**config.mk**
```make
export PLATFORM = sky130hd
export DESIGN_NAME = booth_ctrl
export DESIGN_NICKNAME = d
export VERILOG_FILES = /design/src/rtl/booth_ctrl.sv
export SDC_FILE = /design/constraint.sdc
export NUM_CORES = 1
export LEC_CHECK = 0
export ABC_AREA = 0
export BUFFER_PORTS_ARGS = -buffer_cell sky130_fd_sc_hd__buf_4
export CELL_PAD_IN_SITES_DETAIL_PLACEMENT = 0
export CELL_PAD_IN_SITES_GLOBAL_PLACEMENT = 2
export CORE_MARGIN = 2
export CORE_UTILIZATION = 35
export CTS_CLUSTER_DIAMETER = 150
export CTS_CLUSTER_SIZE = 30
export DETAILED_ROUTE_END_ITERATION = 10
export GPL_ROUTABILITY_DRIVEN = 0
export PLACE_DENSITY_LB_ADDON = 0.1
export SKIP_CTS_REPAIR_TIMING = 1
export SLEW_MARGIN = 10
export SYNTH_ARGS = -nofsm -noshare
export SYNTH_HDL_FRONTEND = slang
export SYNTH_SLANG_ARGS = --single-unit
export TNS_END_PERCENT = 5
```
**constraint.sdc**
```tcl
create_clock -name clk -period 4.6 [get_ports clk]
set_input_delay 0.46 -clock clk [delete_from_list [all_inputs] [get_ports clk]]
set_output_delay 0.46 -clock clk [all_outputs]
set_load 0.05 [all_outputs]
```
**src/rtl/booth_ctrl.sv**
```systemverilog
// booth_ctrl: Moore sequencer for a radix-2 Booth multiplier datapath.
// It steps the A/Q/Q-1 registers through load, Booth-pair evaluation, add/sub
// and arithmetic shift for N iterations, then pulses done for one cycle.
// Every output is a flop loaded from the decode of the next state, so the
// outputs carry no combinational path from any input.
module booth_ctrl #(
    parameter int unsigned N  = 8,
    parameter int unsigned CW = $clog2(N + 1)
) (
    input  logic          clk,
    input  logic          rst,
    input  logic          start,
    input  logic          abort,
    input  logic          q0,
    input  logic          q_m1,
    output logic          ready,
    output logic          busy,
    output logic          load,
    output logic          add,
    output logic          sub,
    output logic          shift,
    output logic          done,
    output logic [CW-1:0] iter_cnt
);

    typedef enum logic [2:0] {
        IDLE  = 3'd0,
        LOAD  = 3'd1,
        EVAL  = 3'd2,
        ADD   = 3'd3,
        SUB   = 3'd4,
        SHIFT = 3'd5,
        DONE  = 3'd6
    } state_t;

    localparam logic [CW-1:0] CNT_LAST = CW'(N);
    localparam logic [CW-1:0] CNT_ONE  = CW'(1);

    state_t        state_q;
    state_t        state_d;
    logic [CW-1:0] cnt_d;
    logic          ready_d;
    logic          busy_d;
    logic          load_d;
    logic          add_d;
    logic          sub_d;
    logic          shift_d;
    logic          done_d;

    // Next state, next iteration count and next-state strobe decode.
    always_comb begin
        state_d = state_q;
        cnt_d   = iter_cnt;
        ready_d = 1'b0;
        busy_d  = 1'b1;
        load_d  = 1'b0;
        add_d   = 1'b0;
        sub_d   = 1'b0;
        shift_d = 1'b0;
        done_d  = 1'b0;

        if (abort && (state_q != IDLE)) begin
            // Cancel drops straight back to idle; the datapath is abandoned.
            state_d = IDLE;
            cnt_d   = '0;
        end else begin
            unique case (state_q)
                IDLE: begin
                    if (start && !abort) begin
                        state_d = LOAD;
                    end
                end
                LOAD: begin
                    cnt_d   = '0;
                    state_d = EVAL;
                end
                EVAL: begin
                    unique case ({q0, q_m1})
                        2'b10:   state_d = SUB;
                        2'b01:   state_d = ADD;
                        default: state_d = SHIFT;
                    endcase
                end
                ADD: begin
                    state_d = SHIFT;
                end
                SUB: begin
                    state_d = SHIFT;
                end
                SHIFT: begin
                    cnt_d = iter_cnt + CNT_ONE;
                    if (cnt_d == CNT_LAST) begin
                        state_d = DONE;
                    end else begin
                        state_d = EVAL;
                    end
                end
                DONE: begin
                    state_d = IDLE;
                end
                default: begin
                    state_d = IDLE;
                    cnt_d   = '0;
                end
            endcase
        end

        ready_d = (state_d == IDLE);
        busy_d  = (state_d != IDLE);
        load_d  = (state_d == LOAD);
        add_d   = (state_d == ADD);
        sub_d   = (state_d == SUB);
        shift_d = (state_d == SHIFT);
        done_d  = (state_d == DONE);
    end

    // State, counter and registered strobes; reset forces idle immediately.
    always_ff @(posedge clk or negedge rst) begin
        if (!rst) begin
            state_q  <= IDLE;
            iter_cnt <= '0;
            ready    <= 1'b1;
            busy     <= 1'b0;
            load     <= 1'b0;
            add      <= 1'b0;
            sub      <= 1'b0;
            shift    <= 1'b0;
            done     <= 1'b0;
        end else begin
            state_q  <= state_d;
            iter_cnt <= cnt_d;
            ready    <= ready_d;
            busy     <= busy_d;
            load     <= load_d;
            add      <= add_d;
            sub      <= sub_d;
            shift    <= shift_d;
            done     <= done_d;
        end
    end

endmodule

```
# ---- After elaboration in Yosys (flattened, before gate mapping)
# Index checks and enable logic that the tools add are counted.
dict set report word_totals {
  regBits 14
  inputBits 6
  out_inout_bits 11
  elab_cells 41
}
dict set report op_classes {
  add_sub_neg 1
  n_eq_ne 15
  n_mux 7
  reduce_logical 9
}
# cell count
set op_table {}
lappend op_table {{3-bit equality test, second input constant} 6}
lappend op_table {{3-bit one-hot mux with 5 select lines} 1}
lappend op_table {{3-bit by 2-bit equality test with 1-bit output, second input constant} 3}
lappend op_table {{3-bit two-way mux} 3}
lappend op_table {{4-bit one-hot mux with 2 select lines} 1}
lappend op_table {{3-bit by 1-bit equality test with 1-bit output, second input constant} 2}
lappend op_table {{3-bit logical NOT} 2}
lappend op_table {{3-bit one-hot mux with 2 select lines} 1}
lappend op_table {{3-bit nonzero test} 2}
lappend op_table {{5-bit OR reduction} 1}
lappend op_table {{4-bit by 1-bit adder with 4-bit output, second input constant} 1}
lappend op_table {{4-bit equality test, second input constant} 1}
lappend op_table {{4-bit two-way mux} 1}
lappend op_table {{2-bit by 1-bit equality test with 1-bit output, second input constant} 1}
lappend op_table {{2-bit equality test, second input constant} 1}
lappend op_table {{1-bit logical AND} 2}
lappend op_table {{2-bit by 1-bit != test with 1-bit output, second input constant} 1}
lappend op_table {{2-bit OR reduction} 1}
lappend op_table {{1-bit logical NOT} 1}

# ---- Longest topological paths before layout
dict set report depth {
  depth_word 6
  ltp_mapped 5
  ltp_nobuf 5
}

# ---- Worst setup path after synthesis
# OpenSTA, ideal clock, no wires.
dict set report synth_timing {
  path_kind {reg-to-reg}
  from {register iter_cnt[0]}
  to {register ready}
  arrival_time_ns 1.721
  slack_ns 2.802
  path_stages_with_launch 6
  synth_period_minus_slack_ns 1.798
  path_cell_list {dfrtp_1 -> ha_1 -> xor2_1 -> nor4b_4 -> a21boi_4 -> o21ba_1}
}
dict set report synth_via {
  elab_chain_len 6
}
# item line_no
set synth_rtl {}
lappend synth_rtl {{start, declared} 23} ;# output logic [CW-1:0] iter_cnt
lappend synth_rtl {{start signal, assigned} 131} ;# iter_cnt <= cnt_d;
lappend synth_rtl {{4-bit by 1-bit adder with 4-bit output} 91} ;# cnt_d = iter_cnt + CNT_ONE;
lappend synth_rtl {{4-bit equality test} 92} ;# if (cnt_d == CNT_LAST) begin
lappend synth_rtl {{3-bit two-way mux} 92}
lappend synth_rtl {{3-bit one-hot mux with 5 select lines} 67} ;# unique case (state_q)
lappend synth_rtl {{3-bit two-way mux} 62} ;# if (abort && (state_q != IDLE)) begin
lappend synth_rtl {{3-bit logical NOT} 108} ;# ready_d = (state_d == IDLE);
lappend synth_rtl {{net ready_d} 42} ;# logic ready_d;
lappend synth_rtl {{end signal, assigned} 132} ;# ready <= ready_d;
lappend synth_rtl {{end, declared} 16} ;# output logic ready,
# The timed path passes the listed nets, and every way through them passes these cells.
# A chain may end at the register's enable or synchronous reset.

# ---- Final worst setup path
# Same ends and word-level chain as after synthesis.

==> flow_metrics.tcl <==
set metrics [dict create \
    slew_violations 0 \
    grt_max_degree 17 \
    grt.met1_usage_pct 19.31 \
    post-route-util_pct 43.86 \
    drive_above_1_share_pct 36.26 \
    crit_chain "ha_1, xor2_1, nor4b_4, a21boi_4, o21ba_1" \
    p_leak_nw 0.4482 \
    timing.rr.start "iter_cnt[0]$_DFFE_PN0P_" \
    syn_area_per_cell_um2 10.68 \
    seqPwrFrac_pct 38.4 \
    synthesis.nets 83 \
    crit_arrival_ns 1.83 \
    swShare_pct 43.63 \
    grt_setup_unrepaired "false" \
    slowest_stage "dfrtp_1" \
    io-pin-count 17 \
    met3_usage_pct 3.736 \
    synth_area_leaders "dfrtp_1, nor2_1, nor3_2" \
    diodes 0 \
    htreeDepth 1 \
    route.detailed.drc 0 \
    setup_viol 0 \
    clock_skew_ns 0.0006106 \
    syn_inst 75 \
    fmax_mhz 620.5 \
    seqCellArea_um2 351.6 \
    cp-start-kind "flop" \
    first_pass_iters 4 \
    insertion_delay_ns 0.28 \
    grt_overflow 0 \
    cp_num_cells 5 \
    drt_iter0_drc 7 \
    dieArea_um2 2686 \
    p_int_uw 272.9 \
    reg2regPathDepth 5 \
    path_clk_slew_ns 0.09 \
    cpPeakStageDelay_ns 0.46 \
    multi_input_area_um2 410.4 \
    grt_use_met2_pct 21.10 \
    worstPathMaxFanout 7 \
    ys_seq_area_share_pct 43.91 \
    worstMarginPinSlew_ns 0.5826 \
    cts_buffers 3 \
    antenna_found_initial 0 \
    ys_types 37 \
    power.total_uw 484.2 \
    fin_crit_sh_pct 35.04 \
    status "finished clean" \
    p_comb_share_pct 42.9 \
    final.setup.tns_ns 0 \
    power.density_nw_per_um2 503.9 \
    wl_per_cell_um 13.79 \
    vias 589 \
    p_clk_share_pct 18.7 \
    cpLargestDelayFamily "flip-flops" \
    wl_mm 1.641 \
    dp_hpwl_mm 1.172 \
    hold_viol 0 \
    synth_top_area_cell "dfrtp_1" \
    cts_root_buf "clkbuf_4" \
    io_buffers 16 \
    synth_edf_count 0 \
    cts_buffer_depth 2 \
    maxSlewHeadroom_pct 61.16 \
    rr_endpoint "ready$_DFF_PN1_" \
    reg2reg_slack_ns 2.99 \
    syn_area_um2 800.8 \
    cap_violations 0 \
    crit_buf_inv 0 \
    dieHeight_um 51.83 \
    end_kind "flop" \
    syn_to_final_growth_pct 20.00 \
    yosysMostFrequentCell "dfrtp_1" \
    setup_ws_ns 2.988 \
    fillCellCount 208 \
    grt_pass1_vias 610 \
    path_class "flop to flop" \
    final_nets 100 \
    rows 17 \
    whs_ns 0.01282 \
    synth_async_sr_flop_share_pct 100.0 \
    grt.busiest_layer "met2" \
    viasPerCell 4.950 \
    ys_seq_elements 14 \
    grt_usage_pct 14.08 \
    place_ws_ns 2.992 \
    ant_nets 0 \
    start_util_pct 36.55 \
    cts_tree "yes" \
    min_path_type "input pin to asynchronous set/reset pin" \
    ys_warn_count 0 \
    power_switching_uw 211.3 \
    grt_pass1_wl_mm 2.760 \
    cp_data_required_time_ns 4.82 \
    netlist.area_leader.share_pct 40.63 \
    timing.final.crit_period_ns 1.612 \
    ir_drop_mv 0.2648 \
    ys_dominant_reg_cell "dfrtp_1" \
    core_um2 2191 \
    synth_common_cells "dfrtp_1, nor2_1, a21oi_1, o21ai_0" \
    die_w_um 51.83 \
    cts.sinks 14 \
]
[how the worst max path moves through the flow]
stage,endpoint,from
6_report,ready$_DFF_PN1_,iter_cnt[0]$_DFFE_PN0P_
3_3_place_gp,ready$_DFF_PN1_,iter_cnt[0]$_DFFE_PN0P_
2_1_floorplan,ready$_DFF_PN1_,iter_cnt[0]$_DFFE_PN0P_
4_1_cts,ready$_DFF_PN1_,iter_cnt[0]$_DFFE_PN0P_
3_5_place_dp,ready$_DFF_PN1_,iter_cnt[0]$_DFFE_PN0P_
5_1_grt,ready$_DFF_PN1_,iter_cnt[0]$_DFFE_PN0P_
[power groups by stage]
stage	registers (mW)	logic, mW	clock network, mW
6_report	0.186	0.208	0.0903
4_1_cts	0.186	0.211	0.0962
3_5_place_dp	0.189	0.210	0
3_3_place_gp	0.188	0.211	0
5_1_grt	0.190	0.226	0.102
2_1_floorplan	0.240	0.107	0
[worst reg2reg max path: cells and delay by family (launching register included)]
family	cells	cell delay, ns
adders and majority gates	1	0.26
and+or+nand+nor	1	0.35
xor gates and xnor gates	1	0.19
AOI/OAI and AO/OA	2	0.29
DFF	1	0.46
[routing by layer]
layer	share of wire, %	wire [um]
met4	0.85	14
met3	2.9	48
met2	48	781
met5	0	0
met1	49	797
[stage by stage]
stage / instance area (um2) / std cells
finish: 960.9 / 119
global placement: 924.6 / 115
global route: 960.9 / 119
floorplan: 800.8 / 75
detailed placement: 924.6 / 115
CTS: 960.9 / 119
[state kept, by name, indices dropped and copies added (netlist names)]
| signal | count |
|---|---|
| iter_cnt | 4 |
| state_q | 3 |
| add | 1 |
| busy | 1 |
| done | 1 |
| load | 1 |
| ready | 1 |
| shift | 1 |
| sub | 1 |
[cells in the final DEF, fill, tap and decap left out, types with 2 or more instances in the layout]
| cell type | netlist | final |
|---|---|---|
| buf_4 | 2 | 16 |
| nor3b_2 | 2 | 2 |
| dfrtp_1 | 13 | 13 |
| nor2_1 | 10 | 10 |
| inv_1 | 2 | 2 |
| ha_1 | 2 | 2 |
| a21o_1 | 2 | 2 |
| clkbuf_4 | 0 | 3 |
| o21bai_1 | 2 | 2 |
| nor3_1 | 2 | 2 |
| a21oi_1 | 4 | 4 |
| nor3_2 | 3 | 3 |
| nand2_1 | 3 | 3 |
| o21ai_0 | 4 | 4 |
[layout make-up]
| cell class | instances | area share, % |
|---|---|---|
| Sequential cell | 14 | 36.59 |
| Clock buffer | 4 | 3.776 |
| Inverter | 2 | 0.7812 |
| Multi-Input combinational cell | 55 | 42.71 |
| Timing Repair Buffer | 16 | 12.50 |
| Tap cell | 28 | 3.646 |
[logic make-up after synthesis]
family | Yosys count | synth area share (%)
compound gates | 21 | 20.31
xor+xnor | 2 | 2.188
fa+ha+maj | 2 | 3.125
buf+inv | 6 | 4.843
flops | 14 | 43.91
mux | 1 | 1.250
simple gates | 29 | 24.38
(Power assumes the default switching activity.)
